`config.mk`:
```
export PLATFORM = sky130hd
export DESIGN_NAME = imm_gen_pipe
export DESIGN_NICKNAME = d
export VERILOG_FILES = /design/src/rtl/imm_gen_pipe_pkg.sv /design/src/rtl/imm_gen_pipe_lane.sv /design/src/rtl/imm_gen_pipe.sv
export SDC_FILE = /design/constraint.sdc
export NUM_CORES = 1
export LEC_CHECK = 0
export CORE_AREA = 3 3 141 143
export CTS_CLUSTER_DIAMETER = 200
export CTS_CLUSTER_SIZE = 28
export DETAILED_ROUTE_END_ITERATION = 10
export DIE_AREA = 0 0 144 146
export PLACE_DENSITY = 0.7
export SYNTH_ARGS = -nofsm -noshare
export SYNTH_HDL_FRONTEND = slang
export SYNTH_SLANG_ARGS = --single-unit
```
`constraint.sdc`:
```
create_clock -name clk -period 2.2 [get_ports clk]
set_clock_uncertainty 0.1 [all_clocks]
set_input_delay 0.44 -clock clk [delete_from_list [all_inputs] [get_ports clk]]
set_output_delay 0.44 -clock clk [all_outputs]
set_load 0.005 [all_outputs]
```
`src/rtl/imm_gen_pipe_pkg.sv`:
```
// Shared immediate format codes and the single-lane expansion function
// used by the decode-stage immediate generator.
package imm_gen_pipe_pkg;

   typedef enum logic [4:0] {
      IMM_I  = 5'd0,
      IMM_S  = 5'd1,
      IMM_B  = 5'd2,
      IMM_J  = 5'd3,
      IMM_U  = 5'd4,
      IMM_Z  = 5'd5,
      IMM_SH = 5'd6
   } imm_fmt_e;

   // Operates on instruction bits [31:7] only; the opcode field never
   // contributes to an immediate, so it is not carried through the pipe.
   function automatic logic [31:0] expand_imm(input logic [31:7] inst,
                                              input logic [4:0]  sel);
      logic s;
      s = inst[31];
      case (sel)
         IMM_I:   return {{20{s}}, inst[31:20]};
         IMM_S:   return {{20{s}}, inst[31:25], inst[11:7]};
         IMM_B:   return {{20{s}}, inst[7], inst[30:25], inst[11:8], 1'b0};
         IMM_J:   return {{12{s}}, inst[19:12], inst[20], inst[30:21], 1'b0};
         IMM_U:   return {inst[31:12], 12'b0};
         IMM_Z:   return {27'b0, inst[19:15]};
         IMM_SH:  return {27'b0, inst[24:20]};
         default: return 32'b0;
      endcase
   endfunction

endpackage

```
`src/rtl/imm_gen_pipe_lane.sv`:
```
// Purely combinational single-lane immediate expander with lane enable.
module imm_expand_lane
   import imm_gen_pipe_pkg::*;
(
   input  logic [24:0] inst,
   input  logic [4:0]  sel,
   input  logic        en,
   output logic [31:0] imm
);

   assign imm = en ? expand_imm(inst, sel) : 32'b0;

endmodule

```
`src/rtl/imm_gen_pipe.sv`:
```
// Multi-lane pipelined immediate generator with a two-entry skid buffer,
// flush and a saturating back-pressure counter.
module imm_gen_pipe
   import imm_gen_pipe_pkg::*;
#(
   parameter int LANES = 2,
   parameter int XLEN  = 32,
   parameter int CNT_W = 16
) (
   input  logic                  clk,
   input  logic                  rst_n,
   input  logic                  flush,
   input  logic                  in_valid,
   output logic                  in_ready,
   input  logic [LANES*25-1:0]   in_inst,
   input  logic [LANES*5-1:0]    in_sel,
   input  logic [LANES-1:0]      in_lane_en,
   output logic                  out_valid,
   input  logic                  out_ready,
   output logic [LANES*XLEN-1:0] out_imm,
   output logic [LANES-1:0]      out_lane_en,
   output logic [CNT_W-1:0]      stall_cnt
);

   localparam logic [CNT_W-1:0] CNT_MAX = {CNT_W{1'b1}};

   logic [LANES*XLEN-1:0] new_imm;
   logic                  or_valid;
   logic                  sr_valid;
   logic [LANES*XLEN-1:0] or_imm;
   logic [LANES*XLEN-1:0] sr_imm;
   logic [LANES-1:0]      or_en;
   logic [LANES-1:0]      sr_en;
   logic                  accept;
   logic                  or_free;

   for (genvar k = 0; k < LANES; k++) begin : g_lane
      imm_expand_lane u_lane (
         .inst (in_inst[25*k +: 25]),
         .sel  (in_sel[5*k +: 5]),
         .en   (in_lane_en[k]),
         .imm  (new_imm[XLEN*k +: XLEN])
      );
   end

   // in_ready depends only on the skid register, never on out_ready.
   assign in_ready    = !sr_valid;
   assign accept      = in_valid && in_ready;
   assign or_free     = !or_valid || out_ready;
   assign out_valid   = or_valid;
   assign out_imm     = or_imm;
   assign out_lane_en = or_en;

   always_ff @(posedge clk) begin
      if (!rst_n) begin
         or_valid  <= 1'b0;
         sr_valid  <= 1'b0;
         or_imm    <= '0;
         sr_imm    <= '0;
         or_en     <= '0;
         sr_en     <= '0;
         stall_cnt <= '0;
      end else begin
         if (or_valid && !out_ready && stall_cnt != CNT_MAX) begin
            stall_cnt <= stall_cnt + 1'b1;
         end
         if (flush) begin
            or_valid <= 1'b0;
            sr_valid <= 1'b0;
         end else if (or_free) begin
            // A held skid entry always wins the output slot to keep order.
            if (sr_valid) begin
               or_imm   <= sr_imm;
               or_en    <= sr_en;
               or_valid <= 1'b1;
               sr_valid <= 1'b0;
            end else if (accept) begin
               or_imm   <= new_imm;
               or_en    <= in_lane_en;
               or_valid <= 1'b1;
            end else begin
               or_valid <= 1'b0;
            end
         end else if (accept) begin
            sr_imm   <= new_imm;
            sr_en    <= in_lane_en;
            sr_valid <= 1'b1;
         end
      end
   end

endmodule

```
==> results.md, run 1 <==
- Rows: 50
- Number of synthesized flops with an enable pin: 0
- Kind of critical path: register to primary output
- Worst path required time: 1660 ps
- Post-Route Utilization: 53.4%
- Sequential area share after synthesis: 42.5%
- Post-Syn Area: 7070 sq um
- Clock network fraction of total power: 46.7%
- Initial antenna violation count: 0
- Min-Delay Path Depth: 2
- Width of the die: 144 um
- First-pass GRT wire length: 35.6 mm
- Crit Path Max Fanout: 11
- Avg Inst Size Synth: 8.58 sq um
- R2R depth: 5
- Largest cells by area after synthesis: dfxtp_1 42%, a21oi_1 5.7%, nand2_1 4.2%
- Vias: 7196
- DRT antenna net count: 0
- # port buffers: 150
- Worst path cell trace: buf_4 > inv_1 > clkdlybuf4s50_1
- Fillers: 1660
- Dpl hpwl: 15.4 mm
- Worst-Skew Late Latency: 420 ps
- Pins Over Slew Limit: 0
- Max Freq: 0.473 GHz
- CTS root buf: clkbuf_16
- Tmin final: 2120 ps
- Ys Warns: 0
- Asr flop ratio synth: 0%
- Height of the die: 146 um
- Max VDD drop: 544 uV
- Setup bufs post-CTS: 0
- Final setup violation count: 0
- GP Congestion: 0.870
- CTS tree: done
- Clk sinks: 150
- Clk buf depth: 2
- Total chip power: 6.69 mW
- Full die area: 21000 sq um
- Slew at the pin closest to its max-slew limit: 821 ps
- Sequential cell area: 3000 sq um
- P&R area growth vs syn: 41.2%
- Fin. Hold Viols: 0
- DR DRC count: 0
- Switching part of the total power: 23.6%
- CORE AREA: 18700 sq um
- # hold bufs at CTS: 0
- Area used by multi-input combinational logic: 3680 sq um
- Cell count after synthesis: 824
- CP max stage delay: 510 ps
- Share of the synthesized area in the top cell type: 42.5%
- RSZ-0062 raised after global routing: false
- Critical Path Slowest Stage Cell: clkdlybuf4s50_1
- Psw: 1.58 mW
- Max_slew headroom: 44.5%
- DRT iter0 DRCs: 479
- Cell with the most instances after synthesis: dfxtp_1
- Number of synthesized register bits: 150
- Vias in the first global route: 6786
- Nets in the synthesized netlist: 892
- Total wire length: 22.5 mm
- Seq pwr share: 41.8%
- Final worst path period share: 96.1%
- Placement Setup Slack: -230 ps
- IO Pins: 151
- Total negative setup slack: 0 ps
- HP Class: register to register
- Layout Nets: 1070
- Internal cell power: 5.11 mW
- Logic gate share of total power: 11.4%
- Outcome: complete, no violations
- Yosys cell types: 62
- Vias per std cell: 5.76
- PD cells: 670 nW/um^2
- Worst hold slack: 345 ps
- Total gr overflow: 0
- H-Tree Depth: 4
- Post-CTS sizing: 0
- Setup ws final: 84.9 ps
- Post-synth top area cell: dfxtp_1
- ANT cells: 0
- Leakage: 3.48 nW
- Initial core utilization: 37.8%
- Clk pin slew, worst setup/hold paths: 60 ps
- Routed WL per cell: 18.0 um
- Crit end category: primary output
- Largest net degree at the start of global routing: 87
- Cts bufs inserted: 17
- Arr. time, crit path: 1580 ps
- Total GRT Usage: 20.8%
- Commonest cells in the netlist: 150 x dfxtp_1, 81 x a21oi_1, 80 x nand2_1
- R2r setup slk: 260 ps
- CP Launch Type: register
- Drt pass-1 iters: 6
- Ys flop type: dfxtp_1
- Max-cap viol count: 0
- Layout cells sized above 1: 14.4%
path summary, 6_finish.rpt:
path / start / endpoint
setup / recovery: sr_valid / in_ready
hold / removal: sr_imm[50] / sr_imm[50]
setup reg to reg: stall_cnt[0] / stall_cnt[7]
hold reg to reg: sr_imm[50] / sr_imm[50]
stage by stage:
stage / area, sq um / instances
after CTS: 9980 / 1249
after detailed placement: 9350 / 1217
after global placement: 9350 / 1217
after floorplan: 7070 / 824
after global routing: 9980 / 1249
final: 9980 / 1249
power by group through the flow:
stage | logic, mW | registers, mW | clock network (mW)
CTS | 0.763 | 2.80 | 3.16
global route | 0.826 | 2.80 | 3.26
detailed placement | 0.758 | 2.86 | 0
finish | 0.766 | 2.80 | 3.13
floorplan | 0.322 | 2.85 | 0
global placement | 0.755 | 2.86 | 0
flip-flops by register name, summed over array words and instances, names as in the netlist:
name and count:
out_imm 64, sr_imm 64, stall_cnt 16, out_lane_en 2
sr_en 2, out_valid 1, sr_valid 1
final cells by class:
type | instances | share of cell area (%)
Timing Repair Buffer | 239 | 23.3
Inverter | 12 | 0.451
Sequential cell | 150 | 30.1
Clock inverter | 12 | 1.74
Multi-Input combinational cell | 582 | 36.9
Clock buffer | 20 | 4.57
Tap cell | 234 | 2.93
per-layer routing:
metal  routed length (um)  up-vias  track usage, %
met5                    0        -               0
met4                  422        0            6.03
met3                 1770       26            4.80
met2                10400      295            32.4
met1                 9920     3420            28.7
li1                     -     3455               -
cell usage in the layout (no fill, tap or decap), drive strengths merged, types with 5 or more instances in the layout:
cell type / n
inv: 13
nor4b: 16
o21ai: 80
o211a: 12
nand2: 80
mux2i: 10
clkdlybuf4s50: 149
a2111oi: 8
and2: 7
a221oi: 17
or4: 5
a31oi: 21
nor2: 47
buf: 90
a2bb2oi: 13
nand2b: 12
nor3: 9
or3: 6
o22ai: 17
o211ai: 13
clkbuf: 20
o31ai: 7
o221ai: 11
nor3b: 5
nor4: 5
nand4: 12
nand3: 35
a21oi: 82
dfxtp: 150
worst max-delay path, delay by kind of cell, from the launching register on:
kind                   cells  cell delay, ps
buffers and inverters      3             800
DFF                        1             350
kinds of logic after synthesis:
family	share of synthesized area [%]
AO/OA/AOI/OAI	29.5
AND/OR/NAND/NOR	20.2
flip-flops	42.5
buffers and inverters	5.56
multiplexers	1.73
XOR/XNOR	0.372
adder cells (fa/ha/maj)	0.177
No activity file was read; power rests on OpenSTA's default activity.
==> run 2, diff against run 1 <==
ABC_CLOCK_PERIOD_IN_PS = 2200   (was unset)
GPL_TIMING_DRIVEN = 0   (was unset)
REMOVE_ABC_BUFFERS = 1   (was unset)
==> run 2 against run 1 <==
Effect of this change:
- clock power shrank 12%
- first-iteration DRC count increased by 14%
- final area shrank 5.2%
- sequential share of layout area is 1.7 points higher
- combinational power decreased by 9.3%
- worst hold slack improved by 0.78 ps
- setup slack improved by 25 ps
- final cell count down 5.5%
- core utilization shrank 2.8 points
- sequential cell count is the same
- die area stayed put
- maximum frequency rose by 1.2%
- critical endpoint unchanged
==> results.md, run 2 (synthesis gave the netlist of run 1 again) <==
- CTS tree: done
- GP Congestion: 0.841 (-3.4%)
- ANT cells: 0 (unchanged)
- RSZ-0062 raised after global routing: false
- Logic gate share of total power: 11.1% (-0.3 points)
- Final setup violation count: 0 (unchanged)
- Total chip power: 6.25 mW (-6.7%)
- Initial antenna violation count: 0 (unchanged)
- Crit Path Max Fanout: 18 (+7)
- Clk pin slew, worst setup/hold paths: 60 ps (about the same)
- Pins Over Slew Limit: 0 (unchanged)
- Clk buf depth: 2 (unchanged)
- Total GRT Usage: 20.6% (-0.19 points)
- Worst path required time: 1660 ps (about the same)
- Worst-Skew Late Latency: 430 ps (about the same)
- Area used by multi-input combinational logic: 3820 sq um (+3.8%)
- Crit path from: sr_valid
- Drt pass-1 iters: 5 (-1)
- Vias per std cell: 5.87 (+1.9%)
- Largest net degree at the start of global routing: 88 (+1.1%)
- Kind of critical path: register to primary output
- Cts bufs inserted: 17 (unchanged)
- Hold_sp: sr_imm[48]
- CTS root buf: clkbuf_16
- Max-cap viol count: 0 (unchanged)
- Slew at the pin closest to its max-slew limit: 778 ps (-43.3 ps)
- Total negative setup slack: 0 ps (unchanged)
- Width of the die: 144 um (unchanged)
- Vias in the first global route: 6447 (-5.0%)
- Sequential cell area: 3010 sq um (about the same)
- Fin cells: 1180 (-5.5%)
- Max_slew headroom: 48.1% (+3.7 points)
- Min-Delay Path Depth: 2 (unchanged)
- R2R depth: 6 (+1)
- Initial core utilization: 37.8% (unchanged)
- Dpl hpwl: 13.8 mm (-10%)
- Seq pwr share: 44.7% (+2.9 points)
- DRT iter0 DRCs: 545 (+14%)
- Post-Route Utilization: 50.6% (-2.8 points)
- Rows: 50 (unchanged)
- Layout cells sized above 1: 10.1% (-4.2 points)
- Fin. Hold Viols: 0 (unchanged)
- Most frequent cells in the layout: 149 x dfxtp_1, 141 x clkdlybuf4s50_1, 81 x a21oi_1
- Max VDD drop: 549 uV (+0.84%)
- Leakage: 3.14 nW (-9.9%)
- Routed WL per cell: 18.6 um (+3.2%)
- Full die area: 21000 sq um (unchanged)
- Placed cells: 1134 (-6.8%)
- HP Class: register to register
- First-pass GRT wire length: 35.0 mm (-1.6%)
- Outcome: complete, no violations
- P&R area growth vs syn: 33.8%
- # port buffers: 150 (unchanged)
- Psw: 1.58 mW (about the same)
- Worst hold slack: 346 ps (+0.780 ps)
- Design area: 9460 sq um (-5.2%)
- Crit end category: primary output
- Clk sinks: 150 (unchanged)
- Height of the die: 146 um (unchanged)
- Clock network fraction of total power: 44.2% (-2.5 points)
- Arr. time, crit path: 1550 ps (-30 ps)
- DR DRC count: 0 (unchanged)
- DRT antenna net count: 0 (unchanged)
- Layout Nets: 1002 (-6.4%)
- Final worst path period share: 95.0% (-1.2 points)
- Total wire length: 21.9 mm (-2.5%)
- PD cells: 660 nW/um^2 (-1.5%)
- # hold bufs at CTS: 0 (unchanged)
- Reg-to-reg startpoint: out_valid
- H-Tree Depth: 4 (unchanged)
- Vias: 6927 (-3.7%)
- Switching part of the total power: 25.3% (+1.7 points)
- IO Pins: 151 (unchanged)
- Total gr overflow: 0 (unchanged)
- Commonest non-fill, non-tap cell in the layout: dfxtp_1
- CP Launch Type: register
- Internal cell power: 4.66 mW (-8.7%)
- Placement Setup Slack: -2050 ps (-1820 ps)
- Tmin final: 2090 ps (-25.3 ps)
- Max Freq: 0.479 GHz (+1.2%)
- Fillers: 1751 (+5.5%)
- Post-placement cell area: 8640 sq um (-7.6%)
- Setup ws final: 110 ps (+25.3 ps)
- CORE AREA: 18700 sq um (unchanged)
[run 2: cell types whose count changed in the layout (fill, tap and decap cells not counted), moves of 3 or more]
| cell | delta |
|---|---|
| bufinv_16 | -3 |
| dlygate4sd2_1 | +4 |
| buf_12 | -9 |
| nor2_1 | -4 |
| buf_4 | -66 |
| nor2_2 | +3 |
| clkdlybuf4s50_1 | -8 |
| nor3_1 | -3 |
[run 2: critical path, cell delays in order, from the launching register on]
cell	delay [ps]
dfxtp_4	360
buf_12	160
clkinvlp_4	140
clkdlybuf4s50_1	460
[run 2: power by group through the flow]
| stage | registers, mW | logic, mW | clock network (mW) |
|---|---|---|---|
| after detailed placement | 2.85 | 0.656 | 0 |
| after global placement | 2.85 | 0.636 | 0 |
| final | 2.79 | 0.695 | 2.76 |
| after floorplan | 2.86 | 0.244 | 0 |
| after global routing | 2.80 | 0.748 | 2.94 |
| after CTS | 2.79 | 0.686 | 2.81 |
[run 2: metal layers]
| metal | track usage (%) | part of all wire, % |
|---|---|---|
| met4 | 6.97 | 1.7 |
| met5 | 0 | 0 |
| met1 | 29.0 | 45 |
| met2 | 31.7 | 46 |
| met3 | 3.81 | 6.6 |
[run 2: timing repair]
| action | 4_1_cts | 5_1_grt |
|---|---|---|
| endpoints found under the setup margin | 134 | 54 |
| gates resized for setup | 35 | 10 |
| buffers inserted | 8 | 3 |
| pin swaps | 6 | 2 |
| cloned | 4 | 0 |
[run 2: area by class of cell]
| class | count | share of cell area, % |
|---|---|---|
| well taps | 234 | 3.09 |
| flip-flops and latches | 150 | 31.8 |
| inverters | 12 | 0.542 |
| repair buffers | 168 | 18.4 |
| clock buffers | 20 | 4.72 |
| clock inverters | 11 | 1.04 |
| multi-input cells | 585 | 40.4 |
[run 2: worst paths after layout]
kind	end	slack, ps
worst max-delay path	in_ready	110
worst min register to register	sr_imm[48]	350
worst min-delay path	sr_imm[48]	350
worst max register to register	out_imm[38]	140
==> run 3, diff against run 2 <==
ABC_CLOCK_PERIOD_IN_PS = 2550   (was 2200)
clock period = 2.55 ns   (was 2.2 ns; I/O delays follow)
==> run 3 against run 2 <==
Effect of this change:
- clock-buffer cell count stayed put
- setup slack about the same
- routed wire length decreased by 3.8%
- critical path type unchanged
- power down 14%
- largest cell class unchanged
==> results.md, run 3 (synthesis gave the netlist of run 1 again) <==
- Outcome: complete, no violations
- DRT antenna net count: 0 (unchanged)
- Max Freq: 0.410 GHz
- Layout cells sized above 1: 8.43% (-1.7 points)
- Worst path required time: 1940 ps (+280 ps)
- Placed cells: 1134 (unchanged)
- Vias in the first global route: 6301 (-2.3%)
- Total GRT Usage: 19.7% (-0.91 points)
- Met3 Wirelength: 1.35 mm (-7.5%)
- Rows: 50 (unchanged)
- Initial core utilization: 37.8% (unchanged)
- Vias: 6792 (-1.9%)
- Final worst path period share: 95.7%
- Height of the die: 146 um (unchanged)
- Max_slew headroom: 41.7% (-6.4 points)
- Dpl hpwl: 13.8 mm (unchanged)
- P&R area growth vs syn: 31.6%
- Final setup violation count: 0 (unchanged)
- Total gr overflow: 0 (unchanged)
- Met1 wire length: 9.56 mm (-3.6%)
- Worst path cell trace: buf_12 > clkinvlp_4 > clkdlybuf4s50_1
- Placement Setup Slack: -1770 ps (+280 ps)
- Worst-Skew Late Latency: 430 ps (about the same)
- CP max stage delay: 510 ps (+50 ps)
- Crit Path Max Fanout: 35 (+17)
- First-pass GRT wire length: 33.7 mm (-3.7%)
- Fin cells: 1171 (-0.76%)
- # port buffers: 150 (unchanged)
- CTS tree: done
- Max VDD drop: 475 uV (-13%)
- Total negative setup slack: 0 ps (unchanged)
- Critical Path Slowest Stage Cell: dfxtp_4
- GP Congestion: 0.841 (unchanged)
- # hold bufs at CTS: 0 (unchanged)
- DRT iter0 DRCs: 530 (-2.8%)
- Max-cap viol count: 0 (unchanged)
- Largest net degree at the start of global routing: 88 (unchanged)
- Commonest non-fill, non-tap cell in the layout: dfxtp_1
- Crit end category: primary output
- Setup ws final: 110 ps (+0.0570 ps)
- Kind of critical path: register to primary output
- Top delay family on crit path: buffers and inverters
- Width of the die: 144 um (unchanged)
- Slew at the pin closest to its max-slew limit: 862 ps (+84.2 ps)
- Fin. Hold Viols: 0 (unchanged)
- Tmin final: 2440 ps
- IO Pins: 151 (unchanged)
- Cts bufs inserted: 17 (unchanged)
- Area used by multi-input combinational logic: 3760 sq um (-1.6%)
- Total wire length: 21.1 mm (-3.8%)
- CP Buf/Inv Count: 3 (unchanged)
- Clk pin slew, worst setup/hold paths: 60 ps (about the same)
- ANT cells: 0 (unchanged)
- Fillers: 1778 (+1.5%)
- HP Class: register to register
- Routed WL per cell: 18.0 um (-3.1%)
- RSZ-0062 raised after global routing: false
- DR DRC count: 0 (unchanged)
- Worst hold slack: 343 ps (-2.88 ps)
- PD cells: 577 nW/um^2 (-13%)
- Pins Over Slew Limit: 0 (unchanged)
- H-Tree Depth: 4 (unchanged)
- Clk buf depth: 2 (unchanged)
- Layout Nets: 993 (-0.90%)
- Clk sinks: 150 (unchanged)
- Most frequent cells in the layout: 149 x dfxtp_1, 145 x clkdlybuf4s50_1, 81 x a21oi_1
- Drt pass-1 iters: 4 (-1)
- CP Launch Type: register
- Initial antenna violation count: 0 (unchanged)
- Highest metal used: met4
- Metal2 WL: 9.81 mm (-3.7%)
- Arr. time, crit path: 1830 ps (+280 ps)
- Vias per std cell: 5.80 (-1.2%)
- CORE AREA: 18700 sq um (unchanged)
- CTS root buf: clkbuf_16
- Sequential cell area: 3010 sq um (unchanged)
- Leakage: 3.07 nW (-2.1%)
- Full die area: 21000 sq um (unchanged)
- Total chip power: 5.37 mW (-14%)
-- run 3: cell types whose count changed in the layout (fill, tap and decap cells not counted), sizes merged --
cell / delta
clkdlybuf4s15: -2
dlygate4sd2: -3
clkbuf: +1
buf: -6
bufbuf: -1
clkdlybuf4s50: +4
or3: -1
and2: -1
-- run 3: repair_timing --
action,in CTS,in global routing
gates cloned,0,1
gates resized for setup,19,10
endpoints found under the setup margin,130,71
buffers inserted,3,2
pin swaps,2,2
hold endpoints to repair,0,0
-- run 3: stage by stage --
stage | area (sq um) | utilization, %
after detailed placement | 8640 | 46.2
after floorplan | 6720 | -
after CTS | 9260 | 49.5
final | 9310 | 49.7
after global routing | 9310 | 49.7
after global placement | 8520 | 45.5
-- run 3: worst reg2reg max path: cells and delay by family, from the launching register on --
kind            cells  cell delay [ps]
buf+inv             2              490
compound gates      1              330
simple gates        3              810
flops               1              510
-- run 3: layer usage --
metal,track usage (%),up-vias
li1,-,3298
met1,27.7,3220
met2,30.1,246
met3,4.01,28
met4,6.64,0
met5,0,-
-- run 3: cell type report --
cell class | instances | share of cell area, %
well taps | 234 | 3.15
multi-input cells | 583 | 40.4
repair buffers | 161 | 17.7
clock buffers | 20 | 4.80
clock inverters | 11 | 1.06
inverters | 12 | 0.524
flip-flops and latches | 150 | 32.3
-- run 3: final timing paths --
path              slack [ps]     endpoint  startpoint  cells past startpoint
setup / recovery         110     in_ready    sr_valid                      3
hold / removal           340   sr_imm[48]  sr_imm[48]                      2
setup reg to reg         200  out_imm[38]    sr_valid                      6
hold reg to reg          340   sr_imm[48]  sr_imm[48]                      2
-- run 3: where the power goes --
group | total (mW) | switching [mW] | internal [mW]
logic | 0.580 | 0.313 | 0.268
clock network | 2.38 | 1.01 | 1.36
registers | 2.41 | 0.0229 | 2.39
total | 5.37 | 1.35 | 4.02
